`src/rtl/x68k_ldr_ctrl.sv`:
```
// x68k_ldr_ctrl: turns the HPS ioctl byte download stream into 16-bit
// loader writes for X68K_top. Bytes are packed big-endian into words with
// byte enables, queued in a small first-word-fall-through FIFO, and issued
// on a level req (ldr_wr) / ack (ldr_ack) handshake. ioctl_wait throttles
// the HPS so that the FIFO never overflows.
module x68k_ldr_ctrl #(
    parameter int         ADDR_W     = 20,
    parameter int         FIFO_DEPTH = 4,
    parameter logic [7:0] LDR_INDEX  = 8'd0
) (
    input  logic              clk_sys,
    input  logic              reset,
    input  logic              ioctl_download,
    input  logic [7:0]        ioctl_index,
    input  logic              ioctl_wr,
    input  logic [24:0]       ioctl_addr,
    input  logic [7:0]        ioctl_dout,
    output logic              ioctl_wait,
    output logic              ldr_aen,
    output logic [ADDR_W-1:0] ldr_addr,
    output logic [15:0]       ldr_wdat,
    output logic [1:0]        ldr_be,
    output logic              ldr_wr,
    input  logic              ldr_ack,
    output logic              ldr_done,
    output logic              ldr_ovf
);

    localparam int PTR_W = $clog2(FIFO_DEPTH);
    localparam int CNT_W = PTR_W + 1;

    typedef enum logic [1:0] {ST_IDLE, ST_ACTIVE, ST_FLUSH, ST_DONE} state_t;

    state_t state_reg, state_next;
    logic   dl_prev_reg;
    logic   ovf_reg;
    logic   wait_reg;

    // Partial word being assembled; part_be_reg == 0 means empty.
    logic [1:0]        part_be_reg,   part_be_next;
    logic [ADDR_W-1:0] part_addr_reg, part_addr_next;
    logic [15:0]       part_data_reg, part_data_next;

    // Word FIFO storage and bookkeeping.
    logic [ADDR_W-1:0] fifo_addr_mem [FIFO_DEPTH];
    logic [15:0]       fifo_data_mem [FIFO_DEPTH];
    logic [1:0]        fifo_be_mem   [FIFO_DEPTH];
    logic [PTR_W-1:0]  wr_ptr_reg, rd_ptr_reg;
    logic [CNT_W-1:0]  count_reg, count_next;

    logic              fifo_empty, fifo_full, fifo_push, fifo_pop;
    logic [ADDR_W-1:0] push_addr;
    logic [15:0]       push_data;
    logic [1:0]        push_be;
    logic              ovf_set;

    logic              dl_rise, dl_match, enter_active;
    logic              byte_cap, byte_oor, byte_odd;
    logic [ADDR_W-1:0] byte_waddr;
    logic [1:0]        byte_be;
    logic [15:0]       byte_lane_data;

    assign dl_rise      = ioctl_download && !dl_prev_reg;
    assign dl_match     = dl_rise && (ioctl_index == LDR_INDEX);
    assign enter_active = (state_reg != ST_ACTIVE) && (state_next == ST_ACTIVE);

    assign byte_cap       = (state_reg == ST_ACTIVE) && ioctl_wr;
    assign byte_oor       = |ioctl_addr[24:ADDR_W];
    assign byte_odd       = ioctl_addr[0];
    assign byte_waddr     = {ioctl_addr[ADDR_W-1:1], 1'b0};
    assign byte_be        = byte_odd ? 2'b01 : 2'b10;
    assign byte_lane_data = byte_odd ? {8'h00, ioctl_dout} : {ioctl_dout, 8'h00};

    assign fifo_empty = (count_reg == '0);
    assign fifo_full  = (count_reg == CNT_W'(FIFO_DEPTH));
    assign fifo_pop   = !fifo_empty && ldr_ack;

    // FSM state register; also remembers the previous download level for edge detection.
    always_ff @(posedge clk_sys or posedge reset) begin
        if (reset) begin
            state_reg   <= ST_IDLE;
            dl_prev_reg <= 1'b0;
        end else begin
            state_reg   <= state_next;
            dl_prev_reg <= ioctl_download;
        end
    end

    // FSM next-state: only a matching download start leaves IDLE/DONE.
    always_comb begin
        state_next = state_reg;
        case (state_reg)
            ST_IDLE:   if (dl_match) state_next = ST_ACTIVE;
            ST_ACTIVE: if (!ioctl_download) state_next = ST_FLUSH;
            ST_FLUSH:  if ((part_be_reg == 2'b00) && fifo_empty) state_next = ST_DONE;
            ST_DONE:   if (dl_match) state_next = ST_ACTIVE;
            default:   state_next = ST_IDLE;
        endcase
    end

    // FSM outputs: memory ownership during download and drain, completion once drained.
    always_comb begin
        ldr_aen  = (state_reg == ST_ACTIVE) || (state_reg == ST_FLUSH);
        ldr_done = (state_reg == ST_DONE);
    end

    // Byte packing: decide partial-word update and whether a word enters the FIFO.
    always_comb begin
        part_be_next   = part_be_reg;
        part_addr_next = part_addr_reg;
        part_data_next = part_data_reg;
        fifo_push      = 1'b0;
        push_addr      = part_addr_reg;
        push_data      = part_data_reg;
        push_be        = part_be_reg;
        ovf_set        = 1'b0;
        if (byte_cap) begin
            if (byte_oor) begin
                ovf_set = 1'b1;
            end else if ((part_be_reg == 2'b00) || (part_addr_reg != byte_waddr)) begin
                // A pending partial for another word goes out as-is.
                fifo_push      = (part_be_reg != 2'b00);
                part_be_next   = byte_be;
                part_addr_next = byte_waddr;
                part_data_next = byte_lane_data;
            end else if ((part_be_reg & byte_be) == 2'b00) begin
                fifo_push    = 1'b1;
                push_be      = 2'b11;
                push_data    = part_data_reg | byte_lane_data;
                part_be_next = 2'b00;
            end else begin
                // Same lane written twice: the later byte wins.
                part_data_next = byte_odd ? {part_data_reg[15:8], ioctl_dout}
                                          : {ioctl_dout, part_data_reg[7:0]};
            end
        end else if ((state_reg == ST_FLUSH) && (part_be_reg != 2'b00) && !fifo_full) begin
            fifo_push    = 1'b1;
            part_be_next = 2'b00;
        end
    end

    // FIFO occupancy after this cycle's push/pop.
    always_comb begin
        count_next = count_reg;
        case ({fifo_push, fifo_pop})
            2'b10:   count_next = count_reg + 1'b1;
            2'b01:   count_next = count_reg - 1'b1;
            default: count_next = count_reg;
        endcase
    end

    // Datapath registers: partial word, FIFO pointers, back-pressure and overflow flag.
    always_ff @(posedge clk_sys or posedge reset) begin
        if (reset) begin
            part_be_reg   <= 2'b00;
            part_addr_reg <= '0;
            part_data_reg <= '0;
            wr_ptr_reg    <= '0;
            rd_ptr_reg    <= '0;
            count_reg     <= '0;
            wait_reg      <= 1'b0;
            ovf_reg       <= 1'b0;
        end else begin
            part_be_reg   <= part_be_next;
            part_addr_reg <= part_addr_next;
            part_data_reg <= part_data_next;
            if (fifo_push) wr_ptr_reg <= wr_ptr_reg + 1'b1;
            if (fifo_pop)  rd_ptr_reg <= rd_ptr_reg + 1'b1;
            count_reg     <= count_next;
            // One slot is kept free for a byte already in flight when wait rises.
            wait_reg      <= (count_next >= CNT_W'(FIFO_DEPTH - 1));
            if (enter_active)  ovf_reg <= 1'b0;
            else if (ovf_set)  ovf_reg <= 1'b1;
        end
    end

    // FIFO storage write; contents need no reset because the count gates visibility.
    always_ff @(posedge clk_sys) begin
        if (fifo_push) begin
            fifo_addr_mem[wr_ptr_reg] <= push_addr;
            fifo_data_mem[wr_ptr_reg] <= push_data;
            fifo_be_mem[wr_ptr_reg]   <= push_be;
        end
    end

    assign ldr_wr     = !fifo_empty;
    assign ldr_addr   = fifo_empty ? '0 : fifo_addr_mem[rd_ptr_reg];
    assign ldr_wdat   = fifo_empty ? '0 : fifo_data_mem[rd_ptr_reg];
    assign ldr_be     = fifo_empty ? '0 : fifo_be_mem[rd_ptr_reg];
    assign ioctl_wait = wait_reg;
    assign ldr_ovf    = ovf_reg;

    a_no_push_full: assert property (@(posedge clk_sys) disable iff (reset)
                                     !(fifo_push && fifo_full));

endmodule

```
`config.mk`:
```
export PLATFORM = sky130hd
export DESIGN_NAME = x68k_ldr_ctrl
export DESIGN_NICKNAME = d
export VERILOG_FILES = /design/src/rtl/x68k_ldr_ctrl.sv
export SDC_FILE = /design/constraint.sdc
export NUM_CORES = 1
export LEC_CHECK = 0
export CAP_MARGIN = 20
export CORE_MARGIN = 4
export CORE_UTILIZATION = 30
export CTS_BUF_LIST = sky130_fd_sc_hd__clkbuf_8
export DETAILED_ROUTE_END_ITERATION = 7
export MAX_ROUTING_LAYER = met4
export SYNTH_ARGS = -nofsm -noshare
export SYNTH_HDL_FRONTEND = slang
export SYNTH_SLANG_ARGS = --single-unit
```
`constraint.sdc`:
```
create_clock -name clk_sys -period 6 [get_ports clk_sys]
set_clock_uncertainty 0.1 [all_clocks]
set_input_delay 0.6 -clock clk_sys [delete_from_list [all_inputs] [get_ports clk_sys]]
set_output_delay 0.6 -clock clk_sys [all_outputs]
set_load 0.01 [all_outputs]
```
Word-level counts from Yosys, hierarchy flattened

Memory sizes are Yosys's and may differ from the RTL's.
Index checks and enable logic that the tools add are counted.

Flip-flop bits (word level): 49
RAM bits: 148
Input bits: 46
Output and inout port bits: 43
Memories kept: 3

Add/subtract/negate cells: 4
$lt $le $gt $ge: 1
Eq/ne operators: 13
Muxes and demuxes: 37
Bitwise operators: 3
Reduce and logical (&&, ||, !) cells: 28

Memories:

| memory        | depth | width | rd ports | clocked after memory_dff | write ports | RTL line | text |
|---|---|---|---|---|---|---|---|
| fifo_addr_mem | 4     | 19    | 1        | 0                        | 1           | 45       | `logic [ADDR_W-1:0] fifo_addr_mem [FIFO_DEPTH];` |
| fifo_data_mem | 4     | 16    | 1        | 0                        | 1           | 46       | `logic [15:0] fifo_data_mem [FIFO_DEPTH];` |
| fifo_be_mem   | 4     | 2     | 1        | 0                        | 1           | 47       | `logic [1:0] fifo_be_mem [FIFO_DEPTH];` |

Operators by type and width:

| cell                                                   | count |
|---|---|
| two-way mux 16 bit                                     | 9 |
| two-way mux 2 bit                                      | 14 |
| two-way mux 20 bit                                     | 1 |
| inequality test 19 bit                                 | 1 |
| OR 16 bit                                              | 1 |
| two-way mux 1 bit                                      | 11 |
| logical AND 1 bit                                      | 8 |
| logical NOT 8 bit                                      | 1 |
| AND reduction 4 bit                                    | 2 |
| nonzero test 2 bit                                     | 4 |
| == test 2 x 1 -> 1 bit (second input constant)         | 3 |
| == test 2 bit (second input constant)                  | 3 |
| logical NOT 2 bit                                      | 3 |
| one-hot mux 2 bit (3 select lines)                     | 1 |
| one-hot mux 3 bit (2 select lines)                     | 1 |
| AND reduction 3 bit                                    | 2 |
| OR reduction 5 bit                                     | 1 |
| adder 2 x 1 -> 2 bit (second input constant)           | 2 |
| inequality test 2 x 1 -> 1 bit (second input constant) | 2 |
| inequality test 2 bit (second input constant)          | 2 |
| adder 3 x 1 -> 3 bit (second input constant)           | 1 |
| == test 3 bit (second input constant)                  | 1 |
| >= comparator 3 x 2 -> 1 bit (second input constant)   | 1 |
| logical NOT 1 bit                                      | 3 |
| other kinds (7)                                        | 8 |

Longest topological paths before layout

Gate-level depths: netlist (run 1).

Depth in word-level cells: 10
Mapped depth: 13

Least setup slack after synthesis (run 1)

OpenSTA, ideal clock, no wires.

Path kind: input port to flip-flop
Start point: in ioctl_addr[21]
End point: reg wait_reg, in the netlist ioctl_wait
Arrival: 3.062 ns
Data required time: 5.782 ns
Path slack: 2.720 ns
Cell stages on the path: 11
Cell sequence: or4_4 > nor3_2 > a31oi_1 > a311oi_4 > inv_1 > ha_1 > fa_1 > xnor2_1 > nor2_1 > xnor2_1 > a21o_1

Longest elaborated chain between the ends: 6
Elaborated cells on any way between the ends: 7
Classes of those cells: order compare: 1; eq/ne: 2; mux: 3; reduce/logical: 1

RTL lines:

| item                                                           | RTL line | text |
|---|---|---|
| start: declaration                                             | 16       | `input logic [24:0] ioctl_addr,` |
| OR reduction 5 bit (*)                                         | 68       | `assign byte_oor = \|ioctl_addr[24:ADDR_W];` |
| two-way mux 1 bit (*)                                          | 118      | `if (byte_oor) begin` |
| two-way mux 1 bit (*)                                          | 117      | `if (byte_cap) begin` |
| == test 2 x 1 -> 1 bit / == test 2 bit (equally long branches) | 145      | `case ({fifo_push, fifo_pop})` |
| one-hot mux 3 bit (2 select lines) (*)                         | 145      |  |
| named net count_next[2]                                        | 49       | `logic [CNT_W-1:0] count_reg, count_next;` |
| >= comparator 3 x 2 -> 1 bit (*)                               | 171      | `wait_reg <= (count_next >= CNT_W'(FIFO_DEPTH - 1));` |
| end signal: assignment                                         | 171      |  |
| end: declaration                                               | 37       | `logic wait_reg;` |

The timed path passes the listed nets; every way through them passes the cells marked *.
A chain may end at the register's enable or synchronous reset.

Worst setup path after layout (run 1)

Start point: reg rd_ptr_reg[1]
End point: out ldr_wdat[7]

Longest elaborated chain between the ends: 2

RTL lines:

| item                     | RTL line | text |
|---|---|---|
| start: declaration       | 48       | `logic [PTR_W-1:0] wr_ptr_reg, rd_ptr_reg;` |
| start signal: assignment | 168      | `if (fifo_pop) rd_ptr_reg <= rd_ptr_reg + 1'b1;` |
| memory (4 x 16 bit)      | -        |  |
| two-way mux 16 bit       | 188      | `assign ldr_wdat = fifo_empty ? '0 : fifo_data_mem[rd_ptr_reg];` |
| end: declaration         | 21       | `output logic [15:0] ldr_wdat,` |

Every way passes these cells.

==> qor_table.md, run 1 <==
| Parameter | Value |
|---|---|
| Status | complete, no violations |
| Total routed wirelength | 16,800 um |
| Peak VDD IR | 0.154 mV |
| Max transition margin | 27.5% |
| Cell accounting for the most synthesized area | sky130_fd_sc_hd__edfxtp_1 |
| Width of the die | 173 um |
| WL per Instance | 18.6 um |
| Total power | 3.39 mW |
| Max stage delay cell, worst path | sky130_fd_sc_hd__dfrtp_1 |
| Critical path, cell by cell | buf_4, mux4_2, nor2b_1, clkdlybuf4s50_1 |
| Maximum fanout along the worst path | 21 |
| Final worst-path setup slack | 2.30 ns |
| Number of buffer and inverter instances along the worst setup path | 2 |
| Number of violations reported at the end of detailed-routing iteration 0 | 260 |
| Antenna violations before repair | 1 |
| Kind of capture point of the worst setup path | primary output |
| Unrepaired setup endpoints after global routing | false |
| Layout filler cell count | 2,446 |
| Arr. time, crit path | 3.00 ns |
| Biggest cell delay along the critical path | 1.06 ns |
| Reg area | 0.00567 mm2 |
| Core area | 0.0268 mm2 |
| Count of different cell masters after synthesis | 43 |
| Ys flop type | sky130_fd_sc_hd__edfxtp_1 |
| Post-synthesis cell count | 457 |
| Port buffer count | 87 |
| Delay-heaviest family, CP | flip-flops |
| TritonCTS Buffers | 17 |
| I/O pin cnt | 89 |
| Number of synthesized register bits | 197 |
| Global-route wire length before repair | 26,300 um |
| Post-synth EDFFs | 148 |
| Fraction of final layout cells sized beyond drive strength 1 | 19.9% |
| Synthesis-to-layout area growth | 20.8% |
| Vias in the first global route | 4,678 |
| Post-synth net total | 513 |
| # setup viols final | 0 |
| Maximum number of pins on one net before global-route repair | 50 |
| Via count normalized by instance count | 4.68 |
| GPL Wtd Cong | 0.763 |
| Final core occ | 36.7% |
| Site row count | 60 |
| Reported max-cap violation count | 0 |
| Synth Area per Inst | 17.8 um2 |
| Final count of pins violating max slew | 0 |
| Ys async rst share | 24.9% |
| Clock Sinks | 197 |
| Area of the die | 0.0299 mm2 |
| Buffer type at the clock tree root | sky130_fd_sc_hd__clkbuf_8 |
| Lkg Pwr | 3.64 nW |
| Post-DRT Antenna Nets | 0 |
| Final Hold Vio Count | 0 |
| Clk slew on worst S/H paths | 0.10 ns |
| Fmax | 0.270 GHz |
| Clock latency of the later-clocked register in the worst-skew pair | 0.47 ns |
| Number of detailed-route iterations in the first pass | 5 |
| Buffer count from post-CTS setup fixing | 0 |
| Power Dens Cells | 344 mW/mm2 |
| Total global routing track utilization | 11.7% |
| Count of vias placed by the detailed router | 4,244 |
| Grt ovf | 0 |
| Hold/Removal Path Class | reg -> reg |
| CTS tree | done |
| Final critical-path required period | 3.70 ns |
| Area used by multi-input combinational logic | 0.00236 mm2 |
| Synth top area share | 54.5% |
| Post-cts resize count | 0 |
| Placed Area | 0.00942 mm2 |
| Sort of element at the start of the critical path | flop |
| Number of hold buffers added after cts | 0 |
| Setup Slack @ Placement | 1.86 ns |
| Setup slack on the worst flop-to-flop path | 2.45 ns |
| Startpoint-to-endpoint class of the critical path | reg -> out |
| Worst path required time | 5.30 ns |
| Vertical die dimension | 173 um |
| Worst-Margin Slew | 1.09 ns |
| Initial core utilization | 30.4% |
| Post-route DRC violation count | 0 |
| Number of flip-flops in the largest register | 76 |
| Maximum number of buffers from clock root to sink | 2 |
| Net total in the final layout | 607 |
| Final design area excluding fillers | 0.00984 mm2 |
| Half-perimeter wire length after detailed placement | 11,300 um |
| Summed instance area of the synthesized netlist | 0.00815 mm2 |
| Final worst-path cycle share | 61.7% |
| Sequential share of the synthesized area | 69.6% |
| Setup Total Neg Slack | 0 ns |
| Cell types with the largest area share after synthesis | sky130_fd_sc_hd__edfxtp_1 55%, sky130_fd_sc_hd__dfrtp_1 15%, sky130_fd_sc_hd__mux4_2 10%, sky130_fd_sc_hd__nor2b_1 2.9%, sky130_fd_sc_hd__mux2_2 2.8% |
| Yosys warnings | 0 |
| H-tree level count | 4 |
-- area by class of cell --
class | count | area share, %
Antenna cell | 1 | 0.0254
Clock buffer | 17 | 2.38
Clock inverter | 15 | 1.64
Inverter | 12 | 0.458
Multi-Input combinational cell | 230 | 24.0
Sequential cell | 197 | 57.6
Tap cell | 341 | 4.34
Timing Repair Buffer | 93 | 9.51
-- where the power goes --
group | internal, mW | switching (mW) | leakage, nW | total [mW]
logic | 0.537 | 0.413 | 1.44 | 0.950
clock network | 0.315 | 0.507 | 0.199 | 0.822
registers | 1.51 | 0.107 | 2.00 | 1.62
total | 2.36 | 1.03 | 3.64 | 3.39
-- through the flow --
step	hold slack [ns]	cells
2_1_floorplan	0.375	457
3_3_place_gp	0.390	872
3_5_place_dp	0.393	872
4_1_cts	0.422	904
5_1_grt	0.436	906
6_report	0.421	906
-- worst paths after layout --
check	from	endpoint	cells after the start
max	rd_ptr_reg[1]$_DFFE_PP0P_	ldr_wdat[7]	4
min	part_data_reg[11]$_DFFE_PP0P_	part_data_reg[11]$_DFFE_PP0P_	1
max reg2reg	state_reg[1]$_DFF_PP0_	fifo_data_mem[3][9]$_DFFE_PP_	7
min reg2reg	part_data_reg[11]$_DFFE_PP0P_	part_data_reg[11]$_DFFE_PP0P_	1
max in group asynchronous	reset	rd_ptr_reg[0]$_DFFE_PP0P_	3
min in group asynchronous	reset	part_addr_reg[13]$_DFFE_PP0P_	3
-- routing by layer --
metal / GRT usage [%] / part of all wire (%) / vias up
met5: - / 0 / -
met4: 3.39 / 1.1 / 0
met3: 2.82 / 5.4 / 14
met2: 19.7 / 51 / 109
met1: 14.1 / 42 / 2163
li1: - / - / 1958
-- cell usage after synthesis (all sizes together) (5+ instances only) --
master,count
nor2b,38
and2,5
dfrtp,49
xnor2,5
inv,12
xor2,20
clkbuf,9
a22o,16
a31oi,6
nor4,7
nor2,8
nor3,6
ha,9
mux4,37
buf,9
a21o,18
edfxtp,148
mux2,21
nand2,9
-- layout by cell type, fill, tap and decap left out, drive strengths merged, types with 7 or more instances in the layout --
cell	netlist	routed
a21o	18	18
a22o	16	16
clkbuf	9	17
clkdlybuf4s50	0	87
dfrtp	49	49
edfxtp	148	148
ha	9	9
inv	12	20
mux2	21	21
mux4	37	37
nand2	9	9
nor2	8	8
nor2b	38	38
nor4	7	7
xor2	20	20
-- cells by family after synthesis --
kind of cell,share of synthesized area (%)
flip-flops,69.6
multiplexers,13.2
AO/OA/AOI/OAI,5.24
other,0.0460
buffers and inverters,1.52
AND/OR/NAND/NOR,6.13
XOR/XNOR,2.69
adder cells (fa/ha/maj),1.63
Note: power is estimated with default switching activity, not from simulation.
==> inputs of run 2 (changes only) <==
==> constraint.sdc (replaced) <==
create_clock -name clk_sys -period 3.5 [get_ports clk_sys]
set_clock_uncertainty 0.1 [all_clocks]
set_input_delay 0.35 -clock clk_sys [delete_from_list [all_inputs] [get_ports clk_sys]]
set_output_delay 0.35 -clock clk_sys [all_outputs]
set_load 0.01 [all_outputs]
==> qor_table.md, run 2 (synthesized netlist as in run 1, its figures left out) <==
| Parameter | Value |
|---|---|
| Via count normalized by instance count | 4.76 |
| GR met3 Demand/Resource | 3.13% |
| Maximum number of buffers from clock root to sink | 2 |
| Total global routing track utilization | 12.3% |
| Startpoint-to-endpoint class of the critical path | reg -> out |
| Worst-Margin Slew | 0.746 ns |
| Cell internal pwr | 4.27 mW |
| Buffer type at the clock tree root | sky130_fd_sc_hd__clkbuf_8 |
| Sort of element at the start of the critical path | flop |
| Critical path, cell by cell | buf_12, mux4_2, nor2b_1, clkdlybuf4s50_1 |
| WL per Instance | 18.8 um |
| Port buffer count | 87 |
| Global-route wire length before repair | 27,400 um |
| Setup Slack @ Placement | 0.0606 ns |
| Placed Area | 0.00960 mm2 |
| I/O pin cnt | 89 |
| Clk slew on worst S/H paths | 0.09 ns |
| Power Dens Cells | 594 mW/mm2 |
| Post-DRT Antenna Nets | 0 |
| Final count of pins violating max slew | 0 |
| Final critical-path required period | 3.07 ns |
| Endpoint of the lowest-slack register-to-register path | ioctl_wait$_DFF_PP0_ |
| Core area | 0.0268 mm2 |
| Lkg Pwr | 3.76 nW |
| Total power | 5.95 mW |
| Number of placed cells counting well taps | 891 |
| Reg-to-reg critical path startpoint | state_reg[1]$_DFF_PP0_ |
| Antenna violations before repair | 2 |
| Synthesis-to-layout area growth | 22.8% |
| Number of flip-flops in the largest register | 76 |
| Final Hold Vio Count | 0 |
| Width of the die | 173 um |
| Kind of capture point of the worst setup path | primary output |
| Setup Total Neg Slack | 0 ns |
| Final worst-path cycle share | 87.7% |
| Initial core utilization | 30.4% |
| Switching component of the power | 1.67 mW |
| Vias in the first global route | 4,887 |
| Delay-heaviest family, CP | buffers and inverters |
| Fmax | 0.326 GHz |
| Fraction of final layout cells sized beyond drive strength 1 | 21.6% |
| CTS tree | done |
| Tightest hold margin | 0.152 ns |
| Grt peak-use layer | met2 |
| Hold/Removal Path Class | in -> async |
| GR Layer Usage met1 | 15.2% |
| Grt ovf | 0 |
| Worst path required time | 3.05 ns |
| Post-route DRC violation count | 0 |
| Final design area excluding fillers | 0.0100 mm2 |
| Vertical die dimension | 173 um |
| Net total in the final layout | 625 |
| H-tree level count | 4 |
| Maximum number of pins on one net before global-route repair | 30 |
| Number of hold buffers added after cts | 0 |
| GPL Wtd Cong | 0.797 |
| Clock Sinks | 197 |
| Number of detailed-route iterations in the first pass | 4 |
| Max transition margin | 50.1% |
| Arr. time, crit path | 2.62 ns |
| Area of the die | 0.0299 mm2 |
| Post-Layout Cell Count | 925 |
| Commonest non-fill, non-tap cell in the layout | sky130_fd_sc_hd__edfxtp_1 |
| Unrepaired setup endpoints after global routing | false |
| Maximum fanout along the worst path | 29 |
| # setup viols final | 0 |
| TritonCTS Buffers | 17 |
| Total routed wirelength | 17,400 um |
| Number of buffer and inverter instances along the worst setup path | 2 |
| Setup slack on the worst flop-to-flop path | 0.44 ns |
| Clock network power share | 25.1% |
| Final worst-path setup slack | 0.431 ns |
| Max stage delay cell, worst path | sky130_fd_sc_hd__dfrtp_2 |
| Reported max-cap violation count | 0 |
| Status | complete, no violations |
| Sequential group share of total power | 46.1% |
| Sw Ratio | 28.2% |
| Buffer count from post-CTS setup fixing | 0 |
| Part of the total power dissipated in combinational logic | 28.8% |
| Biggest cell delay along the critical path | 0.61 ns |
| Count of vias placed by the detailed router | 4,404 |
| Site row count | 60 |
| Met2 demand-to-capacity share in global routing | 20.0% |
| Final core occ | 37.3% |
| Peak VDD IR | 0.245 mV |
| Half-perimeter wire length after detailed placement | 11,700 um |
| Leading cell types in the layout, fill and taps excluded | 148 x sky130_fd_sc_hd__edfxtp_1, 87 x sky130_fd_sc_hd__clkdlybuf4s50_1, 48 x sky130_fd_sc_hd__dfrtp_1, 38 x sky130_fd_sc_hd__nor2b_1, 37 x sky130_fd_sc_hd__mux4_2 |
| Number of violations reported at the end of detailed-routing iteration 0 | 225 |
| Clock latency of the later-clocked register in the worst-skew pair | 0.45 ns |
| Number of cell instances on the worst register-to-register path | 11 |
| Post-cts resize count | 0 |
-- run 2: worst register-to-register path: cells and delay by family (launching register included) --
kind,cells,cell delay [ns]
AND/OR/NAND/NOR,2,0.39
flip-flops,1,0.43
adder cells (fa/ha/maj),3,0.90
multiplexers,1,0.29
buffers and inverters,2,0.21
AO/OA/AOI/OAI,3,0.65
-- run 2: how the worst max path moves through the flow --
| stage | from | endpoint | slack (ns) | cells after the start |
|---|---|---|---|---|
| floorplan | ioctl_addr[21] | ioctl_wait$_DFF_PP0_ | 0.47 | 11 |
| global placement | ioctl_addr[21] | ioctl_wait$_DFF_PP0_ | 0.12 | 12 |
| detailed placement | ioctl_addr[21] | ioctl_wait$_DFF_PP0_ | 0.06 | 10 |
| CTS | rd_ptr_reg[0]$_DFFE_PP0P_ | ldr_be[1] | 0.33 | 4 |
| global route | state_reg[1]$_DFF_PP0_ | ioctl_wait$_DFF_PP0_ | 0.17 | 13 |
| finish | rd_ptr_reg[0]$_DFFE_PP0P_ | ldr_addr[4] | 0.43 | 4 |
-- run 2: cell type report --
| cell class | instances | area, um2 |
|---|---|---|
| Antenna cell | 2 | 5.00 |
| Clock buffer | 18 | 248 |
| Clock inverter | 14 | 161 |
| Fill cell | 2465 | 16800 |
| Inverter | 12 | 45.0 |
| Multi-Input combinational cell | 230 | 2360 |
| Sequential cell | 197 | 5670 |
| Tap cell | 341 | 427 |
| Timing Repair Buffer | 111 | 1090 |
-- run 2: power groups by stage --
stage	clock, mW	sequential, mW	combinational (mW)
after floorplan	0	2.71	1.02
after global placement	0	2.79	1.73
after detailed placement	0	2.79	1.76
after CTS	1.53	2.74	1.77
after global routing	1.64	2.76	1.87
final	1.49	2.74	1.71
-- run 2: metal layers --
layer	vias up	share of wire, %
li1	1994	-
met1	2268	43
met2	126	50
met3	16	5.6
met4	0	1.3
met5	-	0
==> inputs of run 3 (changes only) <==
--- a/config.mk
+++ b/config.mk
@@ -10,7 +10,9 @@
 export CORE_UTILIZATION = 30
 export CTS_BUF_LIST = sky130_fd_sc_hd__clkbuf_8
 export DETAILED_ROUTE_END_ITERATION = 7
+export GPL_TIMING_DRIVEN = 0
 export MAX_ROUTING_LAYER = met4
+export PLACE_DENSITY = 0.47
 export SYNTH_ARGS = -nofsm -noshare
 export SYNTH_HDL_FRONTEND = slang
 export SYNTH_SLANG_ARGS = --single-unit
==> qor_table.md, run 3 (synthesized netlist as in run 1, its figures left out) <==
| Parameter | Value |
|---|---|
| Buffer count from post-CTS setup fixing | 0 |
| Post-DRT Antenna Nets | 0 |
| Post-Layout Cell Count | 924 |
| Width of the die | 173 um |
| Reported max-cap violation count | 0 |
| Half-perimeter wire length after detailed placement | 11,900 um |
| Global-route wire length before repair | 27,700 um |
| Number of violations reported at the end of detailed-routing iteration 0 | 196 |
| Area used by multi-input combinational logic | 0.00239 mm2 |
| Maximum number of buffers from clock root to sink | 2 |
| Via count normalized by instance count | 4.67 |
| Fraction of final layout cells sized beyond drive strength 1 | 21.6% |
| CTS tree | done |
| Setup slack on the worst flop-to-flop path | 0.13 ns |
| Number of placed cells counting well taps | 890 |
| Initial core utilization | 30.4% |
| Vertical die dimension | 173 um |
| I/O pin cnt | 89 |
| Vias in the first global route | 4,689 |
| Count of vias placed by the detailed router | 4,311 |
| Power Dens Cells | 600 mW/mm2 |
| Sort of element at the start of the critical path | flop |
| Post-route DRC violation count | 0 |
| Fmax | 0.297 GHz |
| Critical path, cell by cell | xor2_1, nor4_1, and3_1, clkbuf_1, a311oi_4, inv_1, ha_1, fa_1, mux2_2, a21o_1 |
| Clock Sinks | 197 |
| Antenna violations before repair | 1 |
| Worst-Margin Slew | 0.737 ns |
| Final count of pins violating max slew | 0 |
| Commonest non-fill, non-tap cell in the layout | sky130_fd_sc_hd__edfxtp_1 |
| Grt ovf | 0 |
| H-tree level count | 4 |
| Number of detailed-route iterations in the first pass | 4 |
| Final worst-path setup slack | 0.129 ns |
| Biggest cell delay along the critical path | 0.48 ns |
| Number of cell instances on the worst register-to-register path | 10 |
| Number of buffer and inverter instances along the worst setup path | 2 |
| Core area | 0.0268 mm2 |
| Unrepaired setup endpoints after global routing | true |
| Total global routing track utilization | 12.5% |
| Number of flip-flops in the largest register | 76 |
| Reg area | 0.00567 mm2 |
| Startpoint-to-endpoint class of the critical path | reg -> reg |
| Clock latency of the later-clocked register in the worst-skew pair | 0.46 ns |
| Layout filler cell count | 2,477 |
| Status | complete, no violations |
| Kind of capture point of the worst setup path | flop |
| Synthesis-to-layout area growth | 23.1% |
| Endpoint of the lowest-slack register-to-register path | ioctl_wait$_DFF_PP0_ |
| Area of the die | 0.0299 mm2 |
| Leading cell types in the layout, fill and taps excluded | 148 x sky130_fd_sc_hd__edfxtp_1, 87 x sky130_fd_sc_hd__clkdlybuf4s50_1, 49 x sky130_fd_sc_hd__dfrtp_1, 38 x sky130_fd_sc_hd__nor2b_1, 37 x sky130_fd_sc_hd__mux4_2 |
| Final worst-path cycle share | 96.3% |
| Max transition margin | 50.9% |
| Max stage delay cell, worst path | sky130_fd_sc_hd__nor4_1 |
| TritonCTS Buffers | 17 |
| Port buffer count | 87 |
| Delay-heaviest family, CP | simple AND/OR/NAND/NOR gates |
| Site row count | 60 |
| Net total in the final layout | 625 |
| Maximum number of pins on one net before global-route repair | 38 |
| Hold/Removal Path Class | in -> async |
| GPL Wtd Cong | 0.721 |
| # setup viols final | 0 |
| Final design area excluding fillers | 0.0100 mm2 |
| Setup Total Neg Slack | 0 ns |
| WL per Instance | 19.4 um |
| Total power | 6.02 mW |
| Peak VDD IR | 0.197 mV |
| Final critical-path required period | 3.37 ns |
| Setup Slack @ Placement | -0.397 ns |
| Arr. time, crit path | 3.63 ns |
| Final Hold Vio Count | 0 |
| Reg-to-reg critical path startpoint | part_addr_reg[2]$_DFFE_PP0P_ |
| Maximum fanout along the worst path | 8 |
| Placed Area | 0.00955 mm2 |
| Clk slew on worst S/H paths | 0.11 ns |
| Lkg Pwr | 3.73 nW |
| Buffer type at the clock tree root | sky130_fd_sc_hd__clkbuf_8 |
| Total routed wirelength | 17,900 um |
| Worst path required time | 3.76 ns |
==> run 3: cell types whose count changed in the layout (fill, tap and decap cells not counted), moves of 2 or more <==
cell	change
sky130_fd_sc_hd__clkinv_2	-2
sky130_fd_sc_hd__inv_8	+3
sky130_fd_sc_hd__clkbuf_2	+4
sky130_fd_sc_hd__nor4_2	+3
sky130_fd_sc_hd__buf_2	+6
sky130_fd_sc_hd__clkbuf_1	+5
sky130_fd_sc_hd__nor3_2	-2
sky130_fd_sc_hd__inv_1	-3
sky130_fd_sc_hd__buf_4	-20
sky130_fd_sc_hd__clkinvlp_4	+2
sky130_fd_sc_hd__nor4_1	-3
sky130_fd_sc_hd__buf_12	+2
==> run 3: worst max path at each step <==
stage,startpoint,end,slack [ns],cells after the start
CTS,count_reg[0]$_DFF_PP0_,ldr_addr[6],-0.00003,5
finish,part_addr_reg[2]$_DFFE_PP0P_,ioctl_wait$_DFF_PP0_,0.13,10
detailed placement,ioctl_addr[12],ioctl_wait$_DFF_PP0_,-0.40,11
global placement,ioctl_addr[21],fifo_data_mem[0][4]$_DFFE_PP_,-0.43,6
floorplan,ioctl_addr[21],ioctl_wait$_DFF_PP0_,0.47,11
global route,state_reg[1]$_DFF_PP0_,ioctl_wait$_DFF_PP0_,-0.08,13
==> run 3: worst reg2reg max path: cells and delay by family (launching register included) <==
kind / cells / cell delay, ns
AND/OR/NAND/NOR: 2 / 0.71
adder cells (fa/ha/maj): 2 / 0.66
buffers and inverters: 2 / 0.47
flip-flops: 1 / 0.45
AO/OA/AOI/OAI: 2 / 0.40
multiplexers: 1 / 0.28
XOR/XNOR: 1 / 0.20
==> run 3: report_power, final <==
group	switching (mW)	leakage (nW)	internal (mW)
sequential	0.0813	2.00	2.59
combinational	0.848	1.52	0.958
clock	0.870	0.208	0.670
total	1.80	3.73	4.22
==> run 3: metrics by stage <==
stage          utilization (%)  hold slack, ns
2_1_floorplan                -           0.281
3_3_place_gp              35.2           0.390
3_5_place_dp              35.6           0.393
4_1_cts                   37.3          0.0399
5_1_grt                   37.4          0.0440
6_report                  37.4          0.0609
==> run 3: area by class of cell <==
class / count / share of cell area, %
plain buffers: 18 / 0.873
inverters: 12 / 0.449
repair buffers: 93 / 9.83
well taps: 341 / 4.25
diodes: 1 / 0.0250
clock buffers: 17 / 2.33
multi-input cells: 230 / 23.8
clock inverters: 15 / 1.88
flip-flops and latches: 197 / 56.5
==> run 3: per-layer routing <==
| metal | GRT usage [%] | up-vias | wire length (um) |
|---|---|---|---|
| met5 | - | - | 0 |
| met4 | 3.29 | 0 | 166 |
| met3 | 2.73 | 13 | 651 |
| met2 | 20.7 | 86 | 9130 |
| met1 | 15.6 | 2222 | 7980 |
| li1 | - | 1990 | - |
==> run 3: what timing repair did <==
item	in CTS	in global routing
hold buffers	0	0
resized for setup	6	7
endpoints found under the setup margin	21	16
pin swaps	0	2
